--- src/rtl/addr_stack.sv ---
//==============================================================================
// Module   : addr_stack
// Purpose  : 16-bit hardware LIFO for the memory-mapped address-stack slot,
//            with a registered top-of-stack and sticky overflow/underflow flags.
//            Define ADDR_STACK_WRAP_EN to make the stack circular.
// Revision : 1.0  initial release
//==============================================================================
`default_nettype none

module addr_stack #(
    parameter int DEPTH = 32,
    parameter int PTR_W = 5
) (
    input  logic             CLK,
    input  logic             RST,
    input  logic             push,
    input  logic             pop,
    input  logic             clearFlags,
    input  logic [15:0]      dataIn,
    output logic [15:0]      dataOut,
    output logic [PTR_W:0]   count,
    output logic             empty,
    output logic             full,
    output logic             overflow,
    output logic             underflow
);

    localparam int             DATA_W   = 16;
    localparam logic [PTR_W:0] CNT_FULL = (PTR_W+1)'(DEPTH);
    localparam logic [PTR_W:0] CNT_ONE  = (PTR_W+1)'(1);

    logic [DATA_W-1:0] mem_q [DEPTH];

    logic [PTR_W:0]    count_q, count_d;
    logic [DATA_W-1:0] top_q, top_d;
    logic              ovf_q, ovf_d;
    logic              unf_q, unf_d;

    logic              w_mem_we;
    logic [PTR_W-1:0]  w_mem_waddr;
    logic [PTR_W-1:0]  w_base;
    logic [PTR_W-1:0]  w_idx_push;
    logic [PTR_W-1:0]  w_idx_top;
    logic [PTR_W-1:0]  w_idx_below;
    logic              w_is_empty;
    logic              w_is_full;
    logic              w_ovf_evt;
    logic              w_unf_evt;

`ifdef ADDR_STACK_WRAP_EN
    // Physical slot of the oldest live entry; advances when a full push overwrites it.
    logic [PTR_W-1:0]  bot_q, bot_d;
    assign w_base = bot_q;
`else
    assign w_base = '0;
`endif

    assign w_is_empty  = (count_q == '0);
    assign w_is_full   = (count_q == CNT_FULL);

    // Logical positions are relative to the bottom; all indices wrap mod DEPTH.
    assign w_idx_push  = w_base + count_q[PTR_W-1:0];
    assign w_idx_top   = w_idx_push - PTR_W'(1);
    assign w_idx_below = w_idx_push - PTR_W'(2);

    always_comb begin
        count_d     = count_q;
        top_d       = top_q;
        w_mem_we    = 1'b0;
        w_mem_waddr = w_idx_push;
        w_ovf_evt   = 1'b0;
        w_unf_evt   = 1'b0;
`ifdef ADDR_STACK_WRAP_EN
        bot_d       = bot_q;
`endif

        if (push && pop && !w_is_empty) begin
            // Replace-top: depth unchanged, so no flag can fire even when full.
            w_mem_we    = 1'b1;
            w_mem_waddr = w_idx_top;
            top_d       = dataIn;
        end else if (push) begin
            if (!w_is_full) begin
                w_mem_we = 1'b1;
                count_d  = count_q + CNT_ONE;
                top_d    = dataIn;
            end else begin
`ifdef ADDR_STACK_WRAP_EN
                // When full, w_idx_push equals the bottom slot: overwrite oldest.
                w_mem_we = 1'b1;
                bot_d    = bot_q + PTR_W'(1);
                top_d    = dataIn;
`else
                w_ovf_evt = 1'b1;
`endif
            end
        end else if (pop) begin
            if (w_is_empty) begin
                w_unf_evt = 1'b1;
            end else if (count_q == CNT_ONE) begin
                count_d = '0;
                top_d   = '0;
            end else begin
                count_d = count_q - CNT_ONE;
                top_d   = mem_q[w_idx_below];
            end
        end

        ovf_d = (ovf_q & ~clearFlags) | w_ovf_evt;
        unf_d = (unf_q & ~clearFlags) | w_unf_evt;
    end

    always_ff @(posedge CLK) begin
        if (RST) begin
            count_q <= '0;
            top_q   <= '0;
            ovf_q   <= 1'b0;
            unf_q   <= 1'b0;
`ifdef ADDR_STACK_WRAP_EN
            bot_q   <= '0;
`endif
        end else begin
            count_q <= count_d;
            top_q   <= top_d;
            ovf_q   <= ovf_d;
            unf_q   <= unf_d;
`ifdef ADDR_STACK_WRAP_EN
            bot_q   <= bot_d;
`endif
        end
    end

    // Storage is not reset; a coincident reset still suppresses the write.
    always_ff @(posedge CLK) begin
        if (!RST && w_mem_we) begin
            mem_q[w_mem_waddr] <= dataIn;
        end
    end

    assign dataOut   = top_q;
    assign count     = count_q;
    assign empty     = w_is_empty;
    assign full      = w_is_full;
    assign overflow  = ovf_q;
    assign underflow = unf_q;

endmodule

`default_nettype wire

--- config.mk ---
export PLATFORM = sky130hd
export DESIGN_NAME = addr_stack
export DESIGN_NICKNAME = d
export VERILOG_FILES = /design/src/rtl/addr_stack.sv
export SDC_FILE = /design/constraint.sdc
export NUM_CORES = 1
export LEC_CHECK = 0
export CORE_ASPECT_RATIO = 1.5
export CORE_MARGIN = 10
export CORE_UTILIZATION = 35
export CTS_CLUSTER_DIAMETER = 150
export DETAILED_ROUTE_END_ITERATION = 6
export MAX_ROUTING_LAYER = met4
export SLEW_MARGIN = 30
export SYNTH_ARGS = -nofsm -noshare
export SYNTH_HDL_FRONTEND = slang
export SYNTH_SLANG_ARGS = --single-unit
--- constraint.sdc ---
create_clock -name CLK -period 6.32 [get_ports CLK]
set_input_delay 0.632 -clock CLK [delete_from_list [all_inputs] [get_ports CLK]]
set_output_delay 0.632 -clock CLK [all_outputs]
set_load 0.01 [all_outputs]
==> results of run 1 <==
[power by group through the flow]
stage          sequential, mW  clock (mW)  combinational, mW
6_report                 4.36        2.81               3.86
5_1_grt                  4.39        3.01               4.10
4_1_cts                  4.37        2.88               3.87
3_5_place_dp             4.44           0               3.86
3_3_place_gp             4.48           0               3.76
2_1_floorplan            4.26           0               2.63
[layout by cell type (no fill, tap or decap), drive strengths merged, types with 5 or more instances in the layout]
cell type      Yosys  layout
nand3             16      16
inv                8      11
a41oi             12      12
xnor2              7       7
a221oi            28      28
a22o              14      14
a22oi             26      26
a21o              15      15
mux4             108     108
o22ai              5       5
dfxtp             24      24
buf               29      54
clkinv             0      12
edfxtp           512     512
o21ai             34      34
a21oi             18      18
nor2              33      33
clkdlybuf4s50      0      46
o21a              13      13
nor3              12      12
clkbuf            35      61
nand2              6       6
ha                 7       7
mux2i             58      58
o21bai            12      12
[state kept, by name, summed over array words and instances (netlist names)]
register   flops
mem_q        512
overflow       1
dataOut       16
count          6
underflow      1
[Yosys cell counts, types with 7 or more instances]
library cell               count
sky130_fd_sc_hd__edfxtp_1    512
sky130_fd_sc_hd__mux4_2      108
sky130_fd_sc_hd__mux2i_1      58
sky130_fd_sc_hd__clkbuf_1     35
sky130_fd_sc_hd__nor2_1       33
sky130_fd_sc_hd__o21ai_0      33
sky130_fd_sc_hd__a221oi_1     28
sky130_fd_sc_hd__a22oi_1      26
sky130_fd_sc_hd__dfxtp_1      24
sky130_fd_sc_hd__a21oi_1      17
sky130_fd_sc_hd__nand3_1      16
sky130_fd_sc_hd__a21o_1       15
sky130_fd_sc_hd__a22o_1       14
sky130_fd_sc_hd__buf_2        14
sky130_fd_sc_hd__o21a_1       13
sky130_fd_sc_hd__a41oi_1      12
sky130_fd_sc_hd__nor3_1       12
sky130_fd_sc_hd__o21bai_1     12
sky130_fd_sc_hd__ha_1          7
sky130_fd_sc_hd__inv_1         7
[final cells by class]
| class | count | area share (%) |
|---|---|---|
| repair buffers | 100 | 3.66 |
| well taps | 784 | 4.01 |
| clock inverters | 20 | 0.921 |
| flip-flops and latches | 536 | 64.9 |
| multi-input cells | 472 | 21.3 |
| inverters | 8 | 0.123 |
| clock buffers | 61 | 5.15 |
[metal layers]
layer  vias up  GRT usage (%)  part of all wire (%)
li1       4701              -                     -
met1      5759           16.6                    38
met2       319           26.9                    54
met3       100           1.64                   4.0
met4         0           5.76                   3.7
met5         -              -                     0
[metrics by stage]
stage	hold slack [ns]	instance area, sq um	total power [mW]	utilization, %
4_1_cts	0.486	24400	11.1	40.6
6_report	0.485	24500	11.0	40.7
3_5_place_dp	0.476	22900	8.30	38.1
2_1_floorplan	0.489	21300	6.89	-
3_3_place_gp	0.480	22900	8.24	38.0
5_1_grt	0.519	24500	11.5	40.7
[critical path, delay by kind of cell]
kind            cells  cell delay (ns)
compound gates      1             0.55
buf+inv             2             1.54
mux                 1             0.33
simple gates        2             1.25
[cells by family (layout without fill, tap and decap cells)]
family	count (synthesis)	in the layout	synth area share [%]
AO/OA/AOI/OAI	198	198	6.80
XOR/XNOR	9	9	0.440
adder cells (fa/ha/maj)	7	7	0.411
buffers and inverters	72	189	1.67
flip-flops	536	536	74.3
multiplexers	167	167	14.2
AND/OR/NAND/NOR	91	91	2.16
[path summary, 6_finish.rpt]
| kind | end | slack [ns] | cells after the start |
|---|---|---|---|
| max reg2reg | mem_q[8][10] | 2.21 | 7 |
| max | mem_q[27][15] | 2.19 | 6 |
| min reg2reg | underflow | 0.48 | 2 |
| min | underflow | 0.48 | 2 |
==> run metrics, run 1 <==
outcome=finished, final reports clean; total wire length=52600 um; share of flip-flops with an asynchronous set or reset after synthesis=0%; Final GP Congestion=0.873; Row Count=110; number of buffers inserted during clock tree synthesis=46; clock latency on the worst-skew pair=0.57 ns; clock tree from TritonCTS=yes; Reg2Reg Launch Point=count[1]; worst setup slack after placement=about 1.7 ns; number of nets in the final layout=1192; Cell variety after synth=55; Multi-input gate area=around 5200 sq um; Final period util=65.3%; Mean Syn Cell Area=19.7 sq um; die extent in y=322 um; number of max-capacitance violations reported=0; clock-pin transition on the worst setup and hold timing paths=0.06 ns; share of post-route cells with drive strength above 1=21.4%; core area=60100 sq um; post-route antenna net violation count=0; CP Data Required Time=around 6.5 ns; clk buf depth=3; flip-flop and latch count after synthesis=536; area growth from synthesis to layout=14.7%; CP max FO=23; effective utilization at floorplan=35.5%; Clock H-tree levels=2; largest incremental delay on the critical path=0.92 ns; Fin Clk Skew=0.0170 ns; buffers inserted by post-CTS timing repair=0; Post-synth top flop=sky130_fd_sc_hd__edfxtp_1; vias post-DR=10900; global-route wire length before repair=about 80000 um; total area of sequential cells=15900 sq um; Power per Cell Area=around 450 nW/um^2; area share of the leading cell type in the synthesized netlist=roughly 72%; portion of the post-synthesis area used by sequential elements=roughly three quarters; pin count of the biggest net entering global routing=65; HPWL after detailed placement=33700 um; Critical Path, Cell by Cell=clkdlybuf4s50_1, inv_1, a211oi_4, mux2i_1, nand3_1, nor2_2; portion of total power attributed to the clock network=25.5%; Min Clock Period, post-route=4.13 ns; unrepaired setup endpoints after global routing=no; post-cts repair resize count=0; Final Worst Setup Slack=2.19 ns; number of buffers inserted for hold repair after clock tree synthesis=0; Worst Setup Start Kind=input pin; DR DRC count=0; Mapped Nets=1108; highest attainable clock frequency=0.242 GHz; final setup TNS=0 ns; Cell Count, Final, Fillers Out=just under 2000; Switching Power=3.75 mW; WL/cell=26.6 um; Critical Path Start=push; number of warnings issued by yosys=0; path category of the worst min-delay check=reg2reg; number of setup violations in the final report=0; via count normalized by instance count=about 5.5; Seq pwr share=about two fifths; fillcell total=5272; hold path start=underflow; max-slew violation total from the final report=0; Iteration-0 DRC Markers=976; switching share of power=approximately a third; worst vdd ir=slightly below 0.2 mV; nature of the critical path endpoint=flip-flop; width of the die=between 200 and 250 um; IO Port Bufs=46; diode count=0; normalized max-slew margin=32.6%; slowest CP cell=sky130_fd_sc_hd__clkdlybuf4s50_1; combined global-route utilization of all metal layers=between 10 and 15%; first-pass iteration count of the detailed router=5; count of pins on the block boundary=47; clock sink count=536; buffer type at the clock tree root=sky130_fd_sc_hd__clkbuf_16; number of synthesized flops with an enable pin=512; CP arrival=4.32 ns; Pleak=7.44 nW; endpoints failing hold=0; part of the power in combinational logic=35.0%; Internal Pwr Total=7.28 mW; area of the die=71400 sq um; most area-consuming cells after synthesis=sky130_fd_sc_hd__edfxtp_1 72%, sky130_fd_sc_hd__mux4_2 11%, sky130_fd_sc_hd__mux2i_1 2.7%; slew at the pin with the worst max-slew slack=1.01 ns; mapped cell area=21300 sq um; Placed Instances=1899; vias in the first global route=11300; total congestion overflow=0; cell type with the highest aggregate area in the netlist=sky130_fd_sc_hd__edfxtp_1; initial antenna violation count=0; synthesized instance count=1080; category of the most critical setup path=in2reg
(Power assumes the default switching activity.)
==> run 2, diff against run 1 <==
==> constraint.sdc (replaced) <==
create_clock -name CLK -period 4.2 [get_ports CLK]
set_input_delay 0.42 -clock CLK [delete_from_list [all_inputs] [get_ports CLK]]
set_output_delay 0.42 -clock CLK [all_outputs]
set_load 0.01 [all_outputs]
==> run metrics, run 2 (synthesized netlist as in run 1, its figures left out) <==
DR DRC count=0; endpoints failing hold=0; number of setup violations in the final report=0; CP arrival=3.88 ns; register bank with the most flops=mem_q; vias post-DR=about 11000; category of the most critical setup path=reg2reg; most common cell after layout, fill and taps aside=sky130_fd_sc_hd__edfxtp_1; Worst Setup Start Kind=flip-flop; vias in the first global route=11400; post-cts repair resize count=0; post-route antenna net violation count=0; initial antenna violation count=0; total congestion overflow=0; Min Hold Slack=0.364 ns; IO Port Bufs=46; Final period util=81.0%; most used cells in the layout excluding fill and tap cells=512 x sky130_fd_sc_hd__edfxtp_1, 108 x sky130_fd_sc_hd__mux4_2, 67 x sky130_fd_sc_hd__buf_4, 58 x sky130_fd_sc_hd__mux2i_1, 48 x sky130_fd_sc_hd__clkbuf_16; buffer type at the clock tree root=sky130_fd_sc_hd__clkbuf_16; worst hold path cell count=1; Iteration-0 DRC Markers=840; core area=60100 sq um; clk buf depth=3; diode count=0; Fin Clk Skew=0.0308 ns; number of max-capacitance violations reported=0; number of flip-flops under the largest register name=512; die extent in y=322 um; total wire length=54400 um; area growth from synthesis to layout=15.2%; buffers inserted by post-CTS timing repair=0; HPWL after detailed placement=between 30000 and 40000 um; clock-pin transition on the worst setup and hold timing paths=0.07 ns; slew at the pin with the worst max-slew slack=0.962 ns; final setup TNS=0 ns; number of buffers inserted for hold repair after clock tree synthesis=0; Final GP Congestion=0.869; clock latency on the worst-skew pair=approximately 0.58 ns; area of the die=71400 sq um; worst vdd ir=0.339 mV; portion of total power attributed to the clock network=25.3%; count of pins on the block boundary=47; via count normalized by instance count=about 5.5; unrepaired setup endpoints after global routing=no; pin count of the biggest net entering global routing=79; Internal Pwr Total=10.9 mW; CP Data Required Time=roughly 4.7 ns; number of buffers inserted during clock tree synthesis=48; clock sink count=536; Switching Power=5.61 mW; part of the power in combinational logic=36.0%; Seq pwr share=38.7%; global-route wire length before repair=79800 um; clock tree from TritonCTS=yes; CP max FO=16; normalized max-slew margin=a little over a third; switching share of power=33.9%; share of post-route cells with drive strength above 1=about 22%; number of nets in the final layout=1212; Pleak=7.52 nW; combined global-route utilization of all metal layers=15.4%; r2r worst-path depth=7; WL/cell=about 27 um; effective utilization at floorplan=around 35%; first-pass iteration count of the detailed router=5; width of the die=between 200 and 250 um; path category of the worst min-delay check=in2reg; outcome=finished, final reports clean; Min Clock Period, post-route=3.40 ns; max-slew violation total from the final report=0; Power per Cell Area=just under 700 nW/um^2; Clock H-tree levels=2; nature of the critical path endpoint=flip-flop; highest attainable clock frequency=just under 0.3 GHz; Row Count=110
==> run 2: cell type report <==
type | instances | area, sq um
Sequential cell | 536 | 15900
Inverter | 8 | 30.0
Timing Repair Buffer | 118 | 1040
Clock buffer | 60 | 1270
Tap cell | 784 | 981
Fill cell | 5267 | 35600
Clock inverter | 26 | 209
Multi-Input combinational cell | 472 | 5170
==> run 2: worst max-delay path: stages, from the launching register on <==
cell	delay, ns
sky130_fd_sc_hd__dfxtp_1	0.71
sky130_fd_sc_hd__inv_1	0.19
sky130_fd_sc_hd__ha_1	0.29
sky130_fd_sc_hd__xor2_1	0.65
sky130_fd_sc_hd__and2_1	0.68
sky130_fd_sc_hd__a22oi_1	0.31
sky130_fd_sc_hd__a21o_1	0.26
sky130_fd_sc_hd__a41oi_1	0.20
==> run 2: worst paths after layout <==
check                           startpoint            end  slack [ns]
worst max register to register    count[2]     dataOut[2]        0.80
worst min register to register   underflow      underflow        0.48
worst max-delay path              count[2]     dataOut[2]        0.80
worst min-delay path            dataIn[13]  mem_q[28][13]        0.36
==> run 2: per-stage QoR <==
stage / setup slack, ns / instances / cell area [sq um] / utilization, % / power, mW
finish: 0.797 / 2004 / 24600 / 40.8 / 16.5
global route: 0.585 / 2004 / 24600 / 40.8 / 17.2
CTS: 0.778 / 2004 / 24600 / 40.8 / 16.7
detailed placement: 0.790 / 1918 / 23100 / 38.4 / 12.5
global placement: 0.868 / 1918 / 23100 / 38.4 / 12.5
floorplan: 0.315 / 1080 / 21300 / - / 10.4
==> run 2: power by group through the flow <==
stage	Clock [mW]	Combinational, mW	Sequential (mW)
finish	4.18	5.95	6.40
detailed placement	0	6.00	6.51
floorplan	0	3.95	6.41
global placement	0	5.98	6.50
global route	4.46	6.34	6.41
CTS	4.27	6.03	6.40
==> run 2: per-layer routing <==
layer	vias up	share of wire (%)	GRT usage (%)
li1	4744	-	-
met1	5889	39	17.8
met2	320	54	27.6
met3	73	3.7	1.37
met4	0	3.2	5.23
met5	-	0	-
==> run 3, diff against run 2 <==
==> constraint.sdc (replaced) <==
create_clock -name CLK -period 2.8 [get_ports CLK]
set_input_delay 0.28 -clock CLK [delete_from_list [all_inputs] [get_ports CLK]]
set_output_delay 0.28 -clock CLK [all_outputs]
set_load 0.01 [all_outputs]
==> run metrics, run 3 (synthesized netlist as in run 1, its figures left out) <==
Row Count=110; clock tree from TritonCTS=yes; path category of the worst min-delay check=in2reg; CP arrival=roughly 3.0 ns; IO Port Bufs=46; Final GP Congestion=0.809; area growth from synthesis to layout=21.9%; most used cells in the layout excluding fill and tap cells=512 x sky130_fd_sc_hd__edfxtp_1, 108 x sky130_fd_sc_hd__mux4_2, 107 x sky130_fd_sc_hd__buf_4, 57 x sky130_fd_sc_hd__mux2i_1, 48 x sky130_fd_sc_hd__clkbuf_16; width of the die=roughly 220 um; buffer type at the clock tree root=sky130_fd_sc_hd__clkbuf_16; total wire length=50800 um; cell depth of the worst setup path=10; cell with the most instances on the worst path=sky130_fd_sc_hd__buf_4; r2r worst-path depth=10; clock latency on the worst-skew pair=0.59 ns; Clock H-tree levels=2; total congestion overflow=0; largest incremental delay on the critical path=0.37 ns; normalized max-slew margin=48.0%; count of pins on the block boundary=47; pin count of the biggest net entering global routing=111; WL/cell=approximately 24 um; CP top delay family=buffers and inverters; initial antenna violation count=0; Worst R2R Setup Slack=~0.089 ns; first-pass iteration count of the detailed router=4; highest attainable clock frequency=0.369 GHz; number of setup violations in the final report=0; Reg2Reg Launch Point=count[1]; worst hold path cell count=3; Min Clock Period, post-route=roughly 2.7 ns; summed area of non-filler cells in the final layout=26000 sq um; HPWL after detailed placement=33400 um; area of the die=71400 sq um; endpoints failing hold=0; most common cell after layout, fill and taps aside=sky130_fd_sc_hd__edfxtp_1; nature of the critical path endpoint=flip-flop; Fin Clk Skew=between 0.02 and 0.03 ns; slowest CP cell=sky130_fd_sc_hd__dfxtp_4; CP Data Required Time=3.07 ns; instance area at placement=24200 sq um; Final period util=96.8%; fraction of met2 tracks used by global routing=a little over a quarter; Iteration-0 DRC Markers=804; met1 layer usage reported by global route=16.3%; via count normalized by instance count=roughly 5.3; combined global-route utilization of all metal layers=between 10% and 20%; number of nets in the final layout=roughly 1300; clock sink count=about 540; Critical Path, Cell by Cell=clkinvlp_4, ha_1, a21bo_2, buf_4, or3_1, mux2i_1, a32oi_2, buf_4, nor2_4, buf_12; number of max-capacitance violations reported=0; worst hold path endpoint=underflow; vias post-DR=11100; CP max FO=16; Worst Setup Start Kind=flip-flop; die extent in y=between 300 and 400 um; share of post-route cells with drive strength above 1=30.1%; met3 Usage GRT=1.59%; number of buffers inserted during clock tree synthesis=47; core area=60100 sq um; clk buf depth=3; number of flip-flops under the largest register name=512; clock-pin transition on the worst setup and hold timing paths=about 0.070 ns; Pleak=~8.0 nW; global-route wire length before repair=76500 um; DR DRC count=0; most used routing layer in global routing=met2; effective utilization at floorplan=around 35%; worst vdd ir=0.670 mV; register bank with the most flops=mem_q; category of the most critical setup path=reg2reg; max-slew violation total from the final report=0; number of buffers inserted for hold repair after clock tree synthesis=0; post-route antenna net violation count=0; hold path start=clearFlags; vias in the first global route=11600; capture point of the worst reg-to-reg path=mem_q[23][3]; buffer and inverter count on the worst path=4; final setup TNS=0 ns; Power per Cell Area=1010 nW/um^2; outcome=finished, final reports clean; slew at the pin with the worst max-slew slack=0.778 ns
## run 3: worst max path at each step
stage               slack [ns]  startpoint            end
floorplan                -0.14    count[1]   mem_q[14][0]
CTS                       0.03    count[1]  mem_q[28][15]
global placement         -0.18        push   mem_q[23][7]
global route             -0.01    count[1]   mem_q[2][10]
finish                    0.09    count[1]   mem_q[23][3]
detailed placement       -0.11        push  mem_q[15][12]
## run 3: area by class of cell
cell class / instances / area (sq um)
Tap cell: 784 / 981
Fill cell: 5131 / 34100
Timing Repair Buffer: 193 / 2060
Multi-Input combinational cell: 472 / 5500
Clock buffer: 61 / 1270
Clock inverter: 24 / 279
Sequential cell: 536 / 15900
Antenna cell: 1 / 2.50
Inverter: 8 / 36.3
## run 3: worst min-delay path, stage by stage
cell and delay, ns:
sky130_fd_sc_hd__clkdlybuf4s50_1 0.47, sky130_fd_sc_hd__nand2b_1 0.11, sky130_fd_sc_hd__a21oi_1 0.06
## run 3: metal layers
layer / up-vias / part of all wire (%)
met3: 67 / 3.6
met5: - / 0
met1: 5884 / 38
met2: 235 / 56
met4: 0 / 2.3
li1: 4911 / -
## run 3: power breakdown
| group | leakage, nW | total (mW) | internal (mW) | switching [mW] |
|---|---|---|---|---|
| Combinational | 2.49 | 10.2 | 4.62 | 5.61 |
| Clock | 0.747 | 6.51 | 3.62 | 2.90 |
| Sequential | 4.81 | 9.48 | 9.26 | 0.227 |
## run 3: what timing repair did
action	4_1_cts	5_1_grt
endpoints found under the setup margin	0	269
setup buffers	0	16
gates resized for setup	0	8
## run 3: per-stage QoR
step,util [%],hold slack [ns],setup WS (ns),power (mW),instances
2_1_floorplan,-,0.379,-0.145,16.0,1080
3_3_place_gp,40.2,0.467,-0.179,19.8,1976
3_5_place_dp,40.2,0.478,-0.108,19.9,1977
4_1_cts,42.8,0.364,0.0328,26.4,2062
5_1_grt,43.2,0.393,-0.0145,27.4,2078
6_report,43.2,0.385,0.0893,26.2,2079
